[src/rtl/ddr_rd_capture.sv]
// DDR4 read-return capture: times each CAS_R by read latency, packs one burst of dq beats
// and returns it with its tag over valid/ready. DDR_RD_CAPTURE_XCHECK_EN enables X/Z beat checking.
module ddr_rd_capture #(
  parameter int DATA_WIDTH      = 8,
  parameter int BURST_LENGTH    = 8,
  parameter int READ_LATENCY    = 11,
  parameter int PREAMBLE        = 1,
  parameter int MAX_OUTSTANDING = 4,
  parameter int TAG_WIDTH       = 4
) (
  input  logic                               clock,
  input  logic                               reset,
  input  logic                               rd_issue,
  input  logic [TAG_WIDTH-1:0]               rd_tag,
  input  logic [DATA_WIDTH-1:0]              dq,
  output logic                               rvalid,
  input  logic                               rready,
  output logic [DATA_WIDTH*BURST_LENGTH-1:0] rdata,
  output logic [TAG_WIDTH-1:0]               rtag,
  output logic                               busy,
  output logic [3:0]                         err_flags,
  input  logic                               err_clr
);
  localparam int RL = READ_LATENCY + PREAMBLE;
  localparam int CW = $clog2(RL + BURST_LENGTH) + 2;
  localparam int AW = (MAX_OUTSTANDING > 1) ? $clog2(MAX_OUTSTANDING) : 1;
  localparam int BW = $clog2(BURST_LENGTH + 1);
  localparam int WW = DATA_WIDTH * BURST_LENGTH;

  typedef enum logic [1:0] {IDLE, CAPTURE, DONE} state_t;

  logic [CW-1:0]        cnt;
  logic [TAG_WIDTH-1:0] q_tag [MAX_OUTSTANDING];
  logic [CW-1:0]        q_ts  [MAX_OUTSTANDING];
  logic [AW-1:0]        q_wp, q_rp;
  logic [AW:0]          q_cnt;
  logic                 head_mature, push, err_full;

  state_t               state, state_nxt;
  logic                 start, sample, overlap, ob_wr;
  logic [BW-1:0]        beat_cnt;
  logic [WW-1:0]        word;
  logic [TAG_WIDTH-1:0] cur_tag;

  logic [WW-1:0]        ob_data [2];
  logic [TAG_WIDTH-1:0] ob_tag  [2];
  logic                 ob_rp, ob_wp, ob_pop, ob_acc, err_ovf;
  logic [1:0]           ob_cnt;
  logic                 x_err;

  always_ff @(posedge clock or posedge reset)
    if (reset) cnt <= '0;
    else       cnt <= cnt + 1'b1;

  // Every entry matures exactly RL clocks after its push, so only the head can match.
  assign head_mature = (q_cnt != '0) && ((cnt - q_ts[q_rp]) == CW'(RL));
  assign push        = rd_issue && ((q_cnt != (AW+1)'(MAX_OUTSTANDING)) || head_mature);
  assign err_full    = rd_issue && !push;

  always_ff @(posedge clock)
    if (push) begin
      q_tag[q_wp] <= rd_tag;
      q_ts[q_wp]  <= cnt;
    end

  always_ff @(posedge clock or posedge reset)
    if (reset) begin
      q_wp  <= '0;
      q_rp  <= '0;
      q_cnt <= '0;
    end else begin
      if (push)        q_wp <= (q_wp == AW'(MAX_OUTSTANDING-1)) ? '0 : q_wp + 1'b1;
      if (head_mature) q_rp <= (q_rp == AW'(MAX_OUTSTANDING-1)) ? '0 : q_rp + 1'b1;
      q_cnt <= q_cnt + (AW+1)'(push) - (AW+1)'(head_mature);
    end

  always_ff @(posedge clock or posedge reset)
    if (reset) state <= IDLE;
    else       state <= state_nxt;

  always_comb begin
    state_nxt = state;
    start     = 1'b0;
    sample    = 1'b0;
    overlap   = 1'b0;
    ob_wr     = 1'b0;
    case (state)
      IDLE: if (head_mature) begin
        start     = 1'b1;
        state_nxt = (BURST_LENGTH == 1) ? DONE : CAPTURE;
      end
      CAPTURE: begin
        sample  = 1'b1;
        overlap = head_mature;
        if (beat_cnt == BW'(BURST_LENGTH-1)) state_nxt = DONE;
      end
      DONE: begin
        ob_wr = 1'b1;
        if (head_mature) begin
          start     = 1'b1;
          state_nxt = (BURST_LENGTH == 1) ? DONE : CAPTURE;
        end else begin
          state_nxt = IDLE;
        end
      end
      default: state_nxt = IDLE;
    endcase
  end

  always_ff @(posedge clock or posedge reset)
    if (reset) begin
      word     <= '0;
      beat_cnt <= '0;
      cur_tag  <= '0;
    end else if (start) begin
      word     <= WW'(dq);
      beat_cnt <= BW'(1);
      cur_tag  <= q_tag[q_rp];
    end else if (sample) begin
      word[beat_cnt*DATA_WIDTH +: DATA_WIDTH] <= dq;
      beat_cnt <= beat_cnt + 1'b1;
    end

  // Output skid buffer: a same-cycle pop frees the slot for the incoming burst.
  assign ob_pop  = rvalid && rready;
  assign ob_acc  = ob_wr && ((ob_cnt != 2'd2) || ob_pop);
  assign err_ovf = ob_wr && !ob_acc;

  always_ff @(posedge clock or posedge reset)
    if (reset) begin
      ob_data[0] <= '0;
      ob_data[1] <= '0;
      ob_tag[0]  <= '0;
      ob_tag[1]  <= '0;
      ob_rp      <= 1'b0;
      ob_wp      <= 1'b0;
      ob_cnt     <= '0;
    end else begin
      if (ob_acc) begin
        ob_data[ob_wp] <= word;
        ob_tag[ob_wp]  <= cur_tag;
        ob_wp          <= ~ob_wp;
      end
      if (ob_pop) ob_rp <= ~ob_rp;
      ob_cnt <= ob_cnt + 2'(ob_acc) - 2'(ob_pop);
    end

  assign rvalid = (ob_cnt != '0);
  assign rdata  = ob_data[ob_rp];
  assign rtag   = ob_tag[ob_rp];
  assign busy   = (q_cnt != '0) || (state != IDLE) || (ob_cnt != '0);

`ifdef DDR_RD_CAPTURE_XCHECK_EN
  assign x_err = (start || sample) && $isunknown(dq);
  always_ff @(posedge clock)
    if (!reset && x_err)
      $error("ddr_rd_capture: X/Z beat tag=%0h beat=%0d",
             start ? q_tag[q_rp] : cur_tag, start ? 0 : int'(beat_cnt));
`else
  assign x_err = 1'b0;
`endif

  // A flag raised in the same cycle as err_clr survives the clear.
  always_ff @(posedge clock or posedge reset)
    if (reset) err_flags <= '0;
    else       err_flags <= (err_clr ? 4'b0 : err_flags) | {x_err, err_ovf, overlap, err_full};

endmodule

[config.mk]
export PLATFORM = sky130hd
export DESIGN_NAME = ddr_rd_capture
export DESIGN_NICKNAME = d
export VERILOG_FILES = /design/src/rtl/ddr_rd_capture.sv
export SDC_FILE = /design/constraint.sdc
export NUM_CORES = 1
export LEC_CHECK = 0
export ABC_CLOCK_PERIOD_IN_PS = 7460
export BUFFER_PORTS_ARGS = -buffer_cell sky130_fd_sc_hd__clkbuf_2
export CAP_MARGIN = 40
export CELL_PAD_IN_SITES_DETAIL_PLACEMENT = 1
export CELL_PAD_IN_SITES_GLOBAL_PLACEMENT = 2
export CORE_ASPECT_RATIO = 0.75
export CORE_MARGIN = 4
export CORE_UTILIZATION = 39
export DETAILED_ROUTE_END_ITERATION = 16
export PLACE_DENSITY_LB_ADDON = 0.1
export SYNTH_ARGS = -nofsm -noshare
export SYNTH_HDL_FRONTEND = slang
export SYNTH_SLANG_ARGS = --single-unit
export TNS_END_PERCENT = 30
[constraint.sdc]
create_clock -name clock -period 7.46 [get_ports clock]
set_input_delay 1.119 -clock clock [delete_from_list [all_inputs] [get_ports clock]]
set_output_delay 1.119 -clock clock [all_outputs]
set_load 0.005 [all_outputs]
# == After elaboration in Yosys (flattened, before gate mapping) ==
# Memory sizes are Yosys's and may differ from the RTL's. A register that Yosys moved wholly into a read port is not among the register bits.
# Cells that the tools add are included.
# word_totals
reg_bits,228
latch_bits,0
mem_bits_rw,44
mem_bits_ro,0
in_bits,17
out_inout_bits,74
mem_count,2
# classes
add_sub_neg,10
n_mul,0
div,0
order_cmp,3
eq_ne,10
shifts,2
n_mux,31
bitwise_logic,5
reduce_logical,20
# mem_list
name,words,word_bits,rd,rd_clocked_by_memory_dff,write_ports,line,rtl
q_ts,4,7,1,0,1,34,logic [CW-1:0] q_ts [MAX_OUTSTANDING];
q_tag,4,4,1,1,1,33,logic [TAG_WIDTH-1:0] q_tag [MAX_OUTSTANDING];
# ops
op,n
2-to-1 mux 64 bit,6
bitwise mux 128 bit,1
bitwise mux 64 bit,1
demux 64 bit (select 1 bit),1
"variable shift 8 x 34 -> 64 bit, first input constant",1
variable part select 8 x 34 -> 64 bit,1
negator 7 -> 34 bit,1
2-to-1 mux 4 bit,7
bitwise mux 8 bit,1
2-to-1 mux 1 bit,8
2-to-1 mux 2 bit,4
"adder 7 x 1 -> 7 bit, second input constant",1
"== test 7 x 4 -> 1 bit, second input constant",1
logical AND 1 bit,7
subtractor 7 bit,1
"== test 2 bit, second input constant",3
"!= test 2 bit, second input constant",3
case mux 2 bit (3 select lines),1
nonzero test 2 bit,3
"adder 2 x 1 -> 2 bit, second input constant",2
"adder 4 x 1 -> 4 bit, second input constant",1
demux 4 bit (select 1 bit),1
"== test 4 x 3 -> 1 bit, second input constant",1
"greater-or-equal comparator 2 bit, second input constant",2
16 further kinds,22

# == Longest topological paths before layout ==
# An unclocked memory read counts as a cell.
# logic_depth
ltp_word,9
depth_mapped,15
ltp_nobuf,14

# == Least setup slack after synthesis ==
# OpenSTA, ideal clock, no wires.
# synth_timing
path_type,reg2reg
startpoint,register q_rp[0]
endpoint,register q_cnt[2]
arrival_time_ns,3.952
t_required_ns,7.337
slack_ns,3.385
path_stages_with_launch,16
path_buffers,1
synth_period_minus_slack_ns,4.075
path_cell_list,dfrtp_1 buf_1 mux4_2 inv_1 ha_1 a21oi_1 nor2_1 a2111oi_0 o211a_1 o21a_1 inv_1 ha_1 inv_1 ha_1 fa_1 xnor2_1
# synth_between
elab_chain_len,8
# synth_lines
element,line,rtl
"start, declared",35,"logic [AW-1:0] q_wp, q_rp;"
"start signal, assigned",73,if (head_mature) q_rp <= (q_rp == AW'(MAX_OUTSTANDING-1)) ? '0 : q_rp + 1'b1;
memory (4 x 7 bit) (*),-,
subtractor 7 bit (*),56,assign head_mature = (q_cnt != '0) && ((cnt - q_ts[q_rp]) == CW'(RL));
== test 7 x 4 -> 1 bit (*),56,
logical AND 1 bit (*),56,
logical OR 1 bit,57,assign push = rd_issue && ((q_cnt != (AW+1)'(MAX_OUTSTANDING)) || head_mature);
logical AND 1 bit,57,
adder 3 x 1 -> 3 bit,74,q_cnt <= q_cnt + (AW+1)'(push) - (AW+1)'(head_mature);
subtractor 3 x 1 -> 3 bit (*),74,
"end signal, assigned",74,
"end, declared",36,logic [AW:0] q_cnt;
# Mark *: on every way between the ends. The rest lies on a longest branch, timed or not.
# A chain may end at the register's enable or synchronous reset.

# == Worst setup path after layout ==
# Ends and elaborated chain as after synthesis.

==> impl_metrics.ini <==
[run_status]
outcome = complete, no violations

[synthesis]
synth_nets = 857
ys.flop_type = dfrtp_1
synthArstFlopShare_pct = 84.0
syn_avg_cell_area_sq_um = 14.5
synth.distinct_cells = 45
syn_area_sq_um = 11900
synth_top_area_cell = dfrtp_1
ys_warn_count = 0
ys_seq_elements = 275
synthCells = 819
synth_edf_count = 44
synth_top_area_share_pct = 48.6
seq_area_frac_synth_pct = 59.7
ys_top_cells_by_area = dfrtp_1, mux2_2, edfxtp_1

[floorplanning]
dieHeight_um = 159
rows = 55
io_pins = 91
fp.dieW_um = 210
floorplan.initialDensity_pct = 39.5
core-area_sq_um = 30100
die_area_sq_um = 33400

[clock_tree]
cts_tree = yes
cts.sink_count = 275
htree_levels = 1
ctsHoldBuffers = 0
cts_root_buffer = clkbuf_16
ctsResizeCount = 0
cts_made_buffers = 29
clk_pin_slew_ns = 0.06
cts_buffer_depth = 3
worstSkewPairLatency_ns = 0.55
post_cts_buffers = 0

[place]
globalplace.congestion = 0.761
placedCellCount = 1285
portBuffers = 89
dpl.hpwl_mm = 18.6
placed_area_sq_um = 12900

[critical_path]
slowest_delay_ns = 0.83
cp_cell_sequence = mux4_2 -> inv_1 -> ha_1 -> a21oi_1 -> nor2_1 -> a2111oi_0 -> o211a_1 -> o21a_1 -> inv_1 -> ha_1 -> inv_1 -> ha_1 -> fa_1 -> xnor2_1
setup.worst_path.end_class = flop
critPathKind = flop to flop
crit_family = compound AO/OA/AOI/OAI gates
crit_required_ns = 7.93
critPathMaxFanout = 14
path_buf_inv = 3
critPathLaunchType = flop
cp_slowest_cell = dfrtp_1
cp.arrival_ns = 5.08

[finish]
nFillCells = 2982
drive_gt1_share_pct = 42.0
area_growth_pct = 16.8
final_cells = 1338
postLayoutCellArea_sq_um = 13900
fin_util_pct = 46.1
diodes = 0
finalNetCount = 956

[detailed_routing]
drt-pass1-iter-count = 4
vias = 6796
antenna_left = 0
drt_iter0_markers = 260
wl_per_cell_um = 20.4
wl_mm = 27.3
viasPerCell = 5.08
drc = 0

[timing]
fin_crit_sh_pct = 61.8
hold_viol = 0
rsz0062_at_grt = false
setup_viol = 0
maxSlewHeadroom_pct = 47.6
timing.final.crit_period_ns = 4.61
fin_tns_setup_ns = 0
drv_slew = 0
finClkSkew_ns = 0.0119
fmax_ghz = 0.217
tightest_slew_ns = 0.766

[power]
leakage_nw = 6.73
power.density_nw_per_um2 = 308
peakVddDrop_v = 0.000182

[global_route]
grt_max_degree = 85
grt_pass1_vias = 7657
antenna_found_initial = 2
overflow = 0
grt_pass1_wl_mm = 44.4
track_usage_pct = 16.5

[worst_hold_path]
hold_class = flop to flop

[flow_run]
drv_cap = 0
## cell usage in the layout (no fill, tap or decap), types with 4 or more instances in the layout
cell	n
a21oi_1	4
clkinv_2	8
buf_4	11
nand4_1	4
buf_16	5
mux2i_1	57
dfrtp_1	230
edfxtp_1	44
xnor2_1	11
nand3_1	8
inv_1	23
mux4_2	10
clkbuf_2	89
xor2_1	5
and2_1	21
nand2_1	9
nand2b_1	4
ha_1	20
mux2_2	220
nor3_2	5
nor2_1	71
clkbuf_16	29
## registers in the layout, summed over array words and instances (netlist names)
register,flops
q_cnt,3
ob_tag,8
word,64
ob_cnt,2
q_tag,16
beat_cnt,4
q_rp,2
ob_wp,1
ob_data,128
state,2
err_flags,3
cnt,7
cur_tag,4
ob_rp,1
q_ts,28
q_wp,2
## kinds of logic after synthesis
group,after synthesis,synth area share (%)
multiplexers,288,27.8
flip-flops,275,59.7
AND/OR/NAND/NOR,138,5.66
buffers and inverters,62,2.09
adder cells (fa/ha/maj),21,2.27
AO/OA/AOI/OAI,18,1.25
XOR/XNOR,16,1.18
other,1,0.0315
## Yosys cell counts (2+ instances only)
library cell and number:
mux4_2 10, ha_1 20, nor2_1 71, nor3b_1 2
and2_1 21, clkbuf_1 13, nor2b_1 3, mux2i_1 57
edfxtp_1 44, dfrtp_1 231, nand4_1 4, mux2_2 220
buf_2 10, or4_1 2, nand2_1 10, a21o_1 3
nor3_2 4, nand3_1 8, xnor2_1 11, xor2_1 5
nand2b_1 4, a21oi_1 4, inv_1 24, buf_1 14
nor3_1 4
## per-layer routing
layer,up-vias,GRT usage (%),wire [um]
met5,-,0,0
li1,3087,-,-
met4,0,2.73,348
met3,29,2.42,935
met1,3584,23.1,12500
met2,96,27.9,13500
## worst reg2reg max path, delay by kind of cell, from the launching register on
family                   cells  cell delay, ns
AO/OA/AOI/OAI                4            1.55
XOR/XNOR                     1            0.19
adder cells (fa/ha/maj)      4            1.14
buffers and inverters        3            0.18
flip-flops                   1            0.83
multiplexers                 1            0.59
AND/OR/NAND/NOR              1            0.06
## path summary, 6_finish.rpt
path | end | depth (start not counted) | start | slack (ns)
max in group asynchronous | ob_tag[0]$_DFFE_PP0P_ | 4 | reset | 5.68
min in group asynchronous | ob_data[18]$_DFFE_PP0P_ | 2 | reset | 0.66
worst min-delay path | ob_rp$_DFFE_PP0P_ | 1 | ob_rp$_DFFE_PP0P_ | 0.46
worst min register to register | ob_rp$_DFFE_PP0P_ | 1 | ob_rp$_DFFE_PP0P_ | 0.46
worst max register to register | q_cnt[2]$_DFF_PP0_ | 14 | q_rp[0]$_DFFE_PP0N_ | 2.85
worst max-delay path | q_cnt[2]$_DFF_PP0_ | 14 | q_rp[0]$_DFFE_PP0N_ | 2.85
## cell type report
| type | instances | area [sq um] | share of cell area (%) |
|---|---|---|---|
| Inverter | 24 | 97.6 | 0.703 |
| Timing Repair Buffer | 106 | 677 | 4.88 |
| Multi-Input combinational cell | 482 | 4550 | 32.8 |
| Sequential cell | 275 | 7100 | 51.2 |
| Clock buffer | 34 | 764 | 5.51 |
| Tap cell | 399 | 499 | 3.60 |
| Clock inverter | 18 | 186 | 1.34 |
## metrics by stage
stage | worst slack (ns) | power (mW) | hold slack, ns
after floorplan | 0.00807 | 2.55 | 0.463
after global placement | 3.19 | 2.78 | 0.452
after detailed placement | 2.92 | 2.88 | 0.454
after CTS | 2.85 | 4.35 | 0.463
after global routing | 2.54 | 4.52 | 0.500
final | 2.85 | 4.27 | 0.458
## power by group
| part | internal (mW) | leakage [nW] | switching [mW] | total, mW |
|---|---|---|---|---|
| Clock | 0.839 | 0.472 | 0.598 | 1.44 |
| Sequential | 1.74 | 3.57 | 0.180 | 1.92 |
| Combinational | 0.403 | 2.69 | 0.514 | 0.917 |
Note: power is estimated with default switching activity, not from simulation.
